==> config.mk <==
export PLATFORM = sky130hd
export DESIGN_NAME = blink_monitor
export DESIGN_NICKNAME = d
export VERILOG_FILES = /design/src/rtl/blink_monitor_pkg.sv /design/src/rtl/blink_monitor_sync_edge.sv /design/src/rtl/blink_monitor.sv
export SDC_FILE = /design/constraint.sdc
export NUM_CORES = 1
export LEC_CHECK = 0
export ABC_CLOCK_PERIOD_IN_PS = 3150
export CAP_MARGIN = 25
export CORE_ASPECT_RATIO = 0.9
export CORE_MARGIN = 2
export CORE_UTILIZATION = 45
export CTS_BUF_LIST = sky130_fd_sc_hd__clkbuf_16
export DETAILED_ROUTE_END_ITERATION = 7
export PLACE_DENSITY = 0.76
export SLEW_MARGIN = 20
export SYNTH_ARGS = -nofsm -noshare
export SYNTH_HDL_FRONTEND = slang
export SYNTH_SLANG_ARGS = --single-unit
==> constraint.sdc <==
create_clock -name clock_in -period 3.15 [get_ports clock_in]
set_clock_uncertainty 0.05 [all_clocks]
set_input_delay 0.4725 -clock clock_in [delete_from_list [all_inputs] [get_ports clock_in]]
set_output_delay 0.4725 -clock clock_in [all_outputs]
set_load 0.02 [all_outputs]
==> src/rtl/blink_monitor_pkg.sv <==
// Shared definitions for the blink monitor: FSM encodings that the blink
// generator's self-test also decodes from the monitor's debug state output.
package blink_monitor_pkg;

    localparam logic [1:0] ST_IDLE = 2'd0;
    localparam logic [1:0] ST_ARM  = 2'd1;
    localparam logic [1:0] ST_HIGH = 2'd2;
    localparam logic [1:0] ST_LOW  = 2'd3;

    typedef enum logic [1:0] {
        IDLE = ST_IDLE,
        ARM  = ST_ARM,
        HIGH = ST_HIGH,
        LOW  = ST_LOW
    } state_t;

endpackage

==> src/rtl/blink_monitor_sync_edge.sv <==
// Multi-flop synchroniser for the monitored line plus one-cycle rise/fall
// strobes derived from the synchronised level.
module sync_edge
    import blink_monitor_pkg::*;
#(
    parameter int SYNC_STAGES = 2
) (
    input  logic clock_in,
    input  logic reset_n,
    input  logic din,
    output logic lvl,
    output logic rise,
    output logic fall
);

    logic [SYNC_STAGES-1:0] sync_q;
    logic                   lvl_d;

    // sync_q[0] is the metastability-exposed flop; the last stage is the level.
    always_ff @(posedge clock_in or negedge reset_n) begin
        if (!reset_n) begin
            sync_q <= '0;
            lvl_d  <= 1'b0;
        end else begin
            sync_q <= {sync_q[SYNC_STAGES-2:0], din};
            lvl_d  <= sync_q[SYNC_STAGES-1];
        end
    end

    assign lvl  = sync_q[SYNC_STAGES-1];
    assign rise = lvl & ~lvl_d;
    assign fall = ~lvl & lvl_d;

endmodule

==> src/rtl/blink_monitor.sv <==
// Measures high/low durations of each full period of an asynchronous blink
// line, publishes them on a valid/ready port and flags a stuck line.
module blink_monitor
    import blink_monitor_pkg::*;
#(
    parameter int CNT_W       = 24,
    parameter int TIMEOUT     = 12000000,
    parameter int SYNC_STAGES = 2
) (
    input  logic             clock_in,
    input  logic             reset_n,
    input  logic             enable,
    input  logic             blink_i,
    output logic [CNT_W-1:0] meas_high,
    output logic [CNT_W-1:0] meas_low,
    output logic             meas_valid,
    input  logic             meas_ready,
    output logic             stuck,
    output logic             stuck_level,
    output logic             overrun,
    output logic [1:0]       fsm_state
);

    // Handshake: a measurement transfers on any clock_in edge where
    // meas_valid && meas_ready; meas_high/meas_low never change while
    // meas_valid is high and the consumer has not accepted.

    localparam logic [CNT_W-1:0] CNT_MAX = '1;
    localparam logic [CNT_W-1:0] CNT_ONE = CNT_W'(1);
    localparam logic [CNT_W-1:0] TO_LAST = CNT_W'(TIMEOUT - 1);

    state_t           state;
    logic [CNT_W-1:0] hi_cnt;
    logic [CNT_W-1:0] lo_cnt;
    logic [CNT_W-1:0] arm_cnt;
    logic             lvl;
    logic             rise;
    logic             fall;

    logic [CNT_W-1:0] hi_inc;
    logic [CNT_W-1:0] lo_inc;
    logic [CNT_W-1:0] arm_inc;
    logic             hi_hit;
    logic             lo_hit;
    logic             arm_hit;
    logic             publish;
    logic             accept;

    sync_edge #(
        .SYNC_STAGES(SYNC_STAGES)
    ) u_sync_edge (
        .clock_in(clock_in),
        .reset_n (reset_n),
        .din     (blink_i),
        .lvl     (lvl),
        .rise    (rise),
        .fall    (fall)
    );

    // A hit means this cycle would bring the counter to TIMEOUT.
    always_comb begin
        hi_inc  = (hi_cnt  == CNT_MAX) ? hi_cnt  : hi_cnt  + CNT_ONE;
        lo_inc  = (lo_cnt  == CNT_MAX) ? lo_cnt  : lo_cnt  + CNT_ONE;
        arm_inc = (arm_cnt == CNT_MAX) ? arm_cnt : arm_cnt + CNT_ONE;
        hi_hit  = (hi_cnt  >= TO_LAST);
        lo_hit  = (lo_cnt  >= TO_LAST);
        arm_hit = (arm_cnt >= TO_LAST);
        publish = enable && (state == LOW) && rise;
        accept  = meas_valid && meas_ready;
    end

    // Edges are tested before timeouts so a coincident edge always wins.
    always_ff @(posedge clock_in or negedge reset_n) begin
        if (!reset_n) begin
            state       <= IDLE;
            hi_cnt      <= '0;
            lo_cnt      <= '0;
            arm_cnt     <= '0;
            stuck       <= 1'b0;
            stuck_level <= 1'b0;
        end else if (!enable) begin
            state       <= IDLE;
            hi_cnt      <= '0;
            lo_cnt      <= '0;
            arm_cnt     <= '0;
            stuck       <= 1'b0;
            stuck_level <= 1'b0;
        end else begin
            case (state)
                IDLE: begin
                    state   <= ARM;
                    arm_cnt <= '0;
                end
                ARM: begin
                    if (rise) begin
                        state   <= HIGH;
                        hi_cnt  <= CNT_ONE;
                        lo_cnt  <= '0;
                        arm_cnt <= '0;
                        stuck   <= 1'b0;
                    end else if (arm_hit) begin
                        stuck       <= 1'b1;
                        stuck_level <= lvl;
                        arm_cnt     <= '0;
                    end else begin
                        arm_cnt <= arm_inc;
                    end
                end
                HIGH: begin
                    if (fall) begin
                        state  <= LOW;
                        lo_cnt <= CNT_ONE;
                    end else if (hi_hit) begin
                        state       <= ARM;
                        stuck       <= 1'b1;
                        stuck_level <= lvl;
                        hi_cnt      <= '0;
                        lo_cnt      <= '0;
                        arm_cnt     <= '0;
                    end else begin
                        hi_cnt <= hi_inc;
                    end
                end
                LOW: begin
                    if (rise) begin
                        state  <= HIGH;
                        hi_cnt <= CNT_ONE;
                        lo_cnt <= '0;
                        stuck  <= 1'b0;
                    end else if (lo_hit) begin
                        state       <= ARM;
                        stuck       <= 1'b1;
                        stuck_level <= lvl;
                        hi_cnt      <= '0;
                        lo_cnt      <= '0;
                        arm_cnt     <= '0;
                    end else begin
                        lo_cnt <= lo_inc;
                    end
                end
                default: state <= IDLE;
            endcase
        end
    end

    // The measurement values survive a disable so software can still read them.
    always_ff @(posedge clock_in or negedge reset_n) begin
        if (!reset_n) begin
            meas_high  <= '0;
            meas_low   <= '0;
            meas_valid <= 1'b0;
            overrun    <= 1'b0;
        end else if (!enable) begin
            meas_valid <= 1'b0;
            overrun    <= 1'b0;
        end else if (publish) begin
            if (!meas_valid || meas_ready) begin
                meas_high  <= hi_cnt;
                meas_low   <= lo_cnt;
                meas_valid <= 1'b1;
            end else begin
                overrun <= 1'b1;
            end
        end else if (accept) begin
            meas_valid <= 1'b0;
        end
    end

    assign fsm_state = state;

endmodule

Yosys cells after proc, flatten, opt, wreduce, memory -nomap -nowiden
Index checks and enable logic that the tools add are counted.
{"block": "word_totals", "reg_bits": 129, "input_bits": 5, "out_inout_bits": 54}
{"block": "classes", "add_sub_neg": 3, "order_cmp": 3, "n_eq_ne": 24, "mux": 53, "bitwise_logic": 4, "n_reduce_logical": 15}
{"op": "2-to-1 mux 24 bit", "count": 20}
{"op": "one-hot mux 24 bit (3 select lines)", "count": 2}
{"op": "one-hot mux 24 bit (4 select lines)", "count": 1}
{"op": "adder 24 x 1 -> 24 bit (second input constant)", "count": 3}
{"op": "equality test 24 bit (second input constant)", "count": 3}
{"op": ">= comparator 24 bit (second input constant)", "count": 3}
{"op": "2-to-1 mux 1 bit", "count": 21}
{"op": "inequality test 3 bit (second input constant)", "count": 7}
{"op": "inequality test 4 bit (second input constant)", "count": 4}
{"op": "AND reduction 5 bit", "count": 3}
{"op": "2-to-1 mux 2 bit", "count": 6}
{"op": "inequality test 5 bit (second input constant)", "count": 2}
{"op": "one-hot mux 2 bit (4 select lines)", "count": 1}
{"op": "AND reduction 7 bit", "count": 1}
{"op": "one-hot mux 1 bit (3 select lines)", "count": 2}
{"op": "AND reduction 3 bit", "count": 2}
{"op": "equality test 2 bit (second input constant)", "count": 2}
{"op": "inequality test 4 x 1 -> 1 bit (second input constant)", "count": 1}
{"op": "AND reduction 2 bit", "count": 2}
{"op": "AND reduction 4 bit", "count": 1}
{"op": "logical AND 1 bit", "count": 3}
{"op": "inequality test 3 x 1 -> 1 bit (second input constant)", "count": 1}
{"op": "inequality test 3 x 2 -> 1 bit (second input constant)", "count": 1}
{"op": "AND 1 bit", "count": 2}
{"op": "other kinds (7)", "count": 8}

Depth between registers and ports, before layout
{"block": "depth", "word_depth": 6, "ltp_mapped": 10, "mapped_depth_nobuf": 8}

Hierarchy
From an unflattened synthesis, not the netlist that was laid out.
{"block": "unflattened", "hier_cells": 675, "area_unflattened_um2": 6772.7}
{"module": "blink_monitor", "instances": 1, "cells_each": 670, "area_each_um2": 6682.7, "seq_area_each_um2": 3153.0}
{"module": "sync_edge", "instances": 1, "cells_each": 5, "area_each_um2": 90.1, "seq_area_each_um2": 75.1}

Worst setup path after synthesis
Ideal clock, no wire load.
{"block": "synth_timing", "path_kind": "register to register", "from": "register state[0], in the netlist fsm_state[0]", "to": "register hi_cnt[19]", "setup_ns": 0.104, "arrival_time_ns": 2.069, "required_ns": 2.996, "setup_slack_ns": 0.927, "path_stages_with_launch": 9, "path_buffers": 1, "cell_sequence": "dfrtp_1 -> inv_1 -> ha_1 -> or3b_2 -> and2_1 -> nand3_4 -> clkbuf_1 -> o21ai_0 -> o41ai_2"}
{"block": "synth_between", "elab_chain_cells": 3}
{"item": "start, declared", "line": "blink_monitor.sv:32", "text": "state_t state;"}
{"item": "start signal, assigned", "line": "blink_monitor.sv:75", "text": "state <= IDLE;"}
{"item": "start signal, assigned", "line": "blink_monitor.sv:82", "text": "state <= IDLE;"}
{"item": "start signal, assigned", "line": "blink_monitor.sv:91", "text": "state <= ARM;"}
{"item": "equality test 2 bit / equality test 2 x 1 -> 1 bit (equally long branches)", "line": "blink_monitor.sv:89", "text": "case (state)"}
{"item": "inequality test 4 bit (no source line) (tied with other cells)"}
{"item": "AND reduction 5 bit (no source line) / 2-to-1 mux 24 bit (equally long branches)"}
{"item": "end signal, assigned", "line": "blink_monitor.sv:121", "text": "hi_cnt <= hi_inc;"}
{"item": "end, declared", "line": "blink_monitor.sv:33", "text": "logic [CNT_W-1:0] hi_cnt;"}
Parallel ways exist; a longest one is shown, timed or not.
A chain may end at the register's enable or synchronous reset.

Worst setup path in the final report
{"block": "layout_timing", "from": "register arm_cnt[0]", "to": "register arm_cnt[20]"}
{"block": "layout_between", "elab_chain_cells": 6}
{"item": "start, declared", "line": "blink_monitor.sv:35", "text": "logic [CNT_W-1:0] arm_cnt;"}
{"item": "start signal, assigned", "line": "blink_monitor.sv:106", "text": "arm_cnt <= arm_inc;"}
{"item": "adder 24 x 1 -> 24 bit", "line": "blink_monitor.sv:64", "text": "arm_inc = (arm_cnt == CNT_MAX) ? arm_cnt : arm_cnt + CNT_ONE;"}
{"item": "2-to-1 mux 24 bit", "line": "blink_monitor.sv:64"}
{"item": "2-to-1 mux 24 bit", "line": "blink_monitor.sv:101", "text": "end else if (arm_hit) begin"}
{"item": "2-to-1 mux 24 bit", "line": "blink_monitor.sv:95", "text": "if (rise) begin"}
{"item": "one-hot mux 24 bit (4 select lines)", "line": "blink_monitor.sv:89"}
{"item": "2-to-1 mux 24 bit", "line": "blink_monitor.sv:81", "text": "end else if (!enable) begin"}
Parallel ways exist; a longest one is shown, timed or not. The select of a mux whose other input is x is not followed.

==> flow_summary_export.csv <==
group,metric,value,unit
outcome,status,"completed",
power_and_ir_drop,power.density,564.7,nW/um^2
critical_path,worstPathArrival,2.82,ns
place,place_ws,0.2896,ns
grt,grt_pass1_wl,25540,um
floorplan,start_util,46.48,%
critical_path,startpoint_type,"register",
finish,final_cell_mix,"129 x dfrtp_1, 65 x o21ai_0, 57 x clkdlybuf4s50_1",
floorplan,fp.dieW,131.5,um
route,detail_route.drc_violations,0,
finish,finish.utilization,55.93,%
critical_path,critical-path-slowest-cell,"nor3_1",
route,viasPerCell,5.879,
timing,hold_ws,0.2945,ns
synthesis,syn_area_per_cell,10.30,um^2
timing,slew_viol_final,0,
clock_tree,clk_pin_slew_worst_paths,0.06,ns
timing,tightest_slew,0.7297,ns
timing,layout_setup_ws,0.5799,ns
clock_tree,cts.sinks,129,
grt,grt_use_total,19.91,%
route,routed_wl,14960,um
grt,antenna_found_initial,0,
finish,nets,707,
synthesis,yosys_warnings,0,
critical_path,path_class,"reg2reg",
route,drtAntennaViolNets,0,
critical_path,worstPathCellList,"ha_1 -> nand4_1 -> nor3_1 -> nand3_1 -> nor3_1 -> a31oi_1 -> o21ai_1 -> o31ai_2",
clock_tree,numCtsBuffers,17,
timing,setup_viol,0,
synthesis,syn_inst,639,
finish,ff_latch_area,3228,um^2
clock_tree,htreeDepth,4,
clock_tree,clock_latency,0.42,ns
critical_path,cp_num_buf_inv,0,
finish,area_growth,20.32,%
synthesis,synth.top_cells.by_area,"dfrtp_1 49%, mux2_2 8.2%, o21ai_0 4.9%",
synthesis,yosysSeqAreaShare,49.05,%
power_and_ir_drop,peakVddDrop,0.4107,mV
timing,finalCriticalPeriod,2.570,ns
floorplan,die_area,15610,um^2
timing,final_hold_viol_count,0,
clock_tree,root_buffer,"clkbuf_16",
clock_tree,clockBufferDepth,2,
floorplan,ioPinCount,59,
critical_path,critical_path.endpoint_type,"register",
critical_path,crit_fanout,7,
timing,rsz0062_at_grt,"no",
grt,grt_start_max_net_pins,59,
floorplan,placementRows,41,
floorplan,die_h,118.7,um
synthesis,synth.cell_area,6581,um^2
synthesis,synth_cell_types,61,
finish,layout_commonest_cell,"dfrtp_1",
synthesis,ys.flop_type,"dfrtp_1",
route,wl_per_cell,16.60,um
place,place.gp.congestion,0.8725,
synthesis,synth_top_area_share,49.05,%
critical_path,cpPeakStageDelay,0.43,ns
floorplan,core_area,14160,um^2
synthesis,syn_nets,651,
route,drtIter0Drc,513,
place,hpwl,9881,um
grt,grt-ovfl-total,0,
finish,multi_input_area,3166,um^2
route,vias,5297,
finish,drive_gt1_share,18.36,%
grt,grt_pass1_vias,5112,
flow_run,drv_cap,0,
critical_path,required,3.40,ns
timing,finalSetupTns,0,ns
critical_path,cpLargestDelayFamily,"simple AND/OR/NAND/NOR gates",
timing,clock.fmax,0.3891,GHz
timing,finalCritPeriodShare,81.59,%
finish,fill_cells,1226,
place,portBuffers,58,
synthesis,synth_area_leader_cell,"dfrtp_1",
synthesis,synth-seq-cells,129,
hold_path,holdCritPathClass,"reg2reg",
timing,max_slew_margin,50.90,%
finish,num_antenna_cells,0,
critical_path,path_common_cell,"nor3_1",
synthesis,synth-edff-count,0,
clock_tree,cts_tree,"yes",
route,first_pass_iters,6,
power_and_ir_drop,p_leak,3.348,nW
synthesis,async_flop_share,100.0,%
## Yosys cell counts (3+ instances only)
| library cell | number |
|---|---|
| a21oi_1 | 10 |
| a31oi_1 | 14 |
| and2_1 | 7 |
| and3_1 | 14 |
| buf_2 | 10 |
| buf_6 | 3 |
| clkbuf_1 | 18 |
| dfrtp_1 | 129 |
| ha_1 | 7 |
| inv_1 | 7 |
| mux2_2 | 48 |
| nand2_1 | 56 |
| nand2b_1 | 12 |
| nand3_1 | 31 |
| nand4_1 | 10 |
| nand4b_1 | 3 |
| nor2_1 | 47 |
| nor2b_1 | 13 |
| nor3_1 | 9 |
| nor4_1 | 3 |
| o21ai_0 | 65 |
| o21ai_1 | 23 |
| o31ai_1 | 27 |
| o31ai_2 | 13 |
| o41ai_1 | 5 |
| o41ai_2 | 8 |
| or2_2 | 3 |
| or3_1 | 3 |
## cell type report
cell class	instances	area share [%]
sequential	129	40.76
tap	193	3.049
timing repair buffer	69	8.690
clock buffer	17	5.372
multi-input combinational	469	39.97
clock inverter	15	1.722
inverter	9	0.4266
## metal layers
| layer | vias up | wire, um | share of wire [%] | track usage, % |
|---|---|---|---|---|
| met5 | - | 0 | 0 | 0 |
| met3 | 22 | 752 | 5.0 | 4.848 |
| met4 | 0 | 219 | 1.5 | 6.861 |
| met1 | 2650 | 6848 | 46 | 26.90 |
| li1 | 2486 | - | - | - |
| met2 | 139 | 7141 | 48 | 31.45 |
## sequential cells by signal, indices dropped and copies added (netlist names)
| name | count |
|---|---|
| arm_cnt | 24 |
| lo_cnt | 24 |
| stuck_level | 1 |
| meas_low | 24 |
| u_sync_edge.lvl_d | 1 |
| hi_cnt | 24 |
| stuck | 1 |
| u_sync_edge.sync_q | 2 |
| fsm_state | 2 |
| meas_valid | 1 |
| meas_high | 24 |
| overrun | 1 |
## cells by family after synthesis
group                    count (synthesis)  share of synthesized area [%]
AO/OA/AOI/OAI                          186                          19.92
AND/OR/NAND/NOR                        228                          18.56
adder cells (fa/ha/maj)                  7                          1.331
flip-flops                             129                          49.05
buffers and inverters                   41                          2.928
multiplexers                            48                          8.213
## metrics by stage
stage	std cells	cell area (um^2)	power (mW)
3_3_place_gp	868	7347	2.599
2_1_floorplan	639	6581	2.363
6_report	901	7919	4.472
3_5_place_dp	868	7347	2.625
4_1_cts	901	7919	4.502
5_1_grt	901	7919	4.682
## path summary, 6_finish.rpt
check	depth (start not counted)	end	from	slack, ns
worst min register to register	0	u_sync_edge.sync_q[1]	u_sync_edge.sync_q[0]	0.29
worst max-delay path	8	arm_cnt[20]	arm_cnt[0]	0.58
max in group asynchronous	3	arm_cnt[10]	reset_n	1.67
worst max register to register	8	arm_cnt[20]	arm_cnt[0]	0.58
min in group asynchronous	2	hi_cnt[9]	reset_n	0.52
worst min-delay path	0	u_sync_edge.sync_q[1]	u_sync_edge.sync_q[0]	0.29
## where the power goes
part / switching, mW / internal [mW]
Sequential: 0.0607 / 1.71
Clock: 0.771 / 1.09
Combinational: 0.562 / 0.275
## what timing repair did
item                                    4_1_cts  5_1_grt
hold endpoints to repair                     35        0
hold buffers                                  1        0
endpoints found under the setup margin        0        0
setup buffers                                 0        0
resized for setup                             0        0
Power figures use the tool's default switching activity.
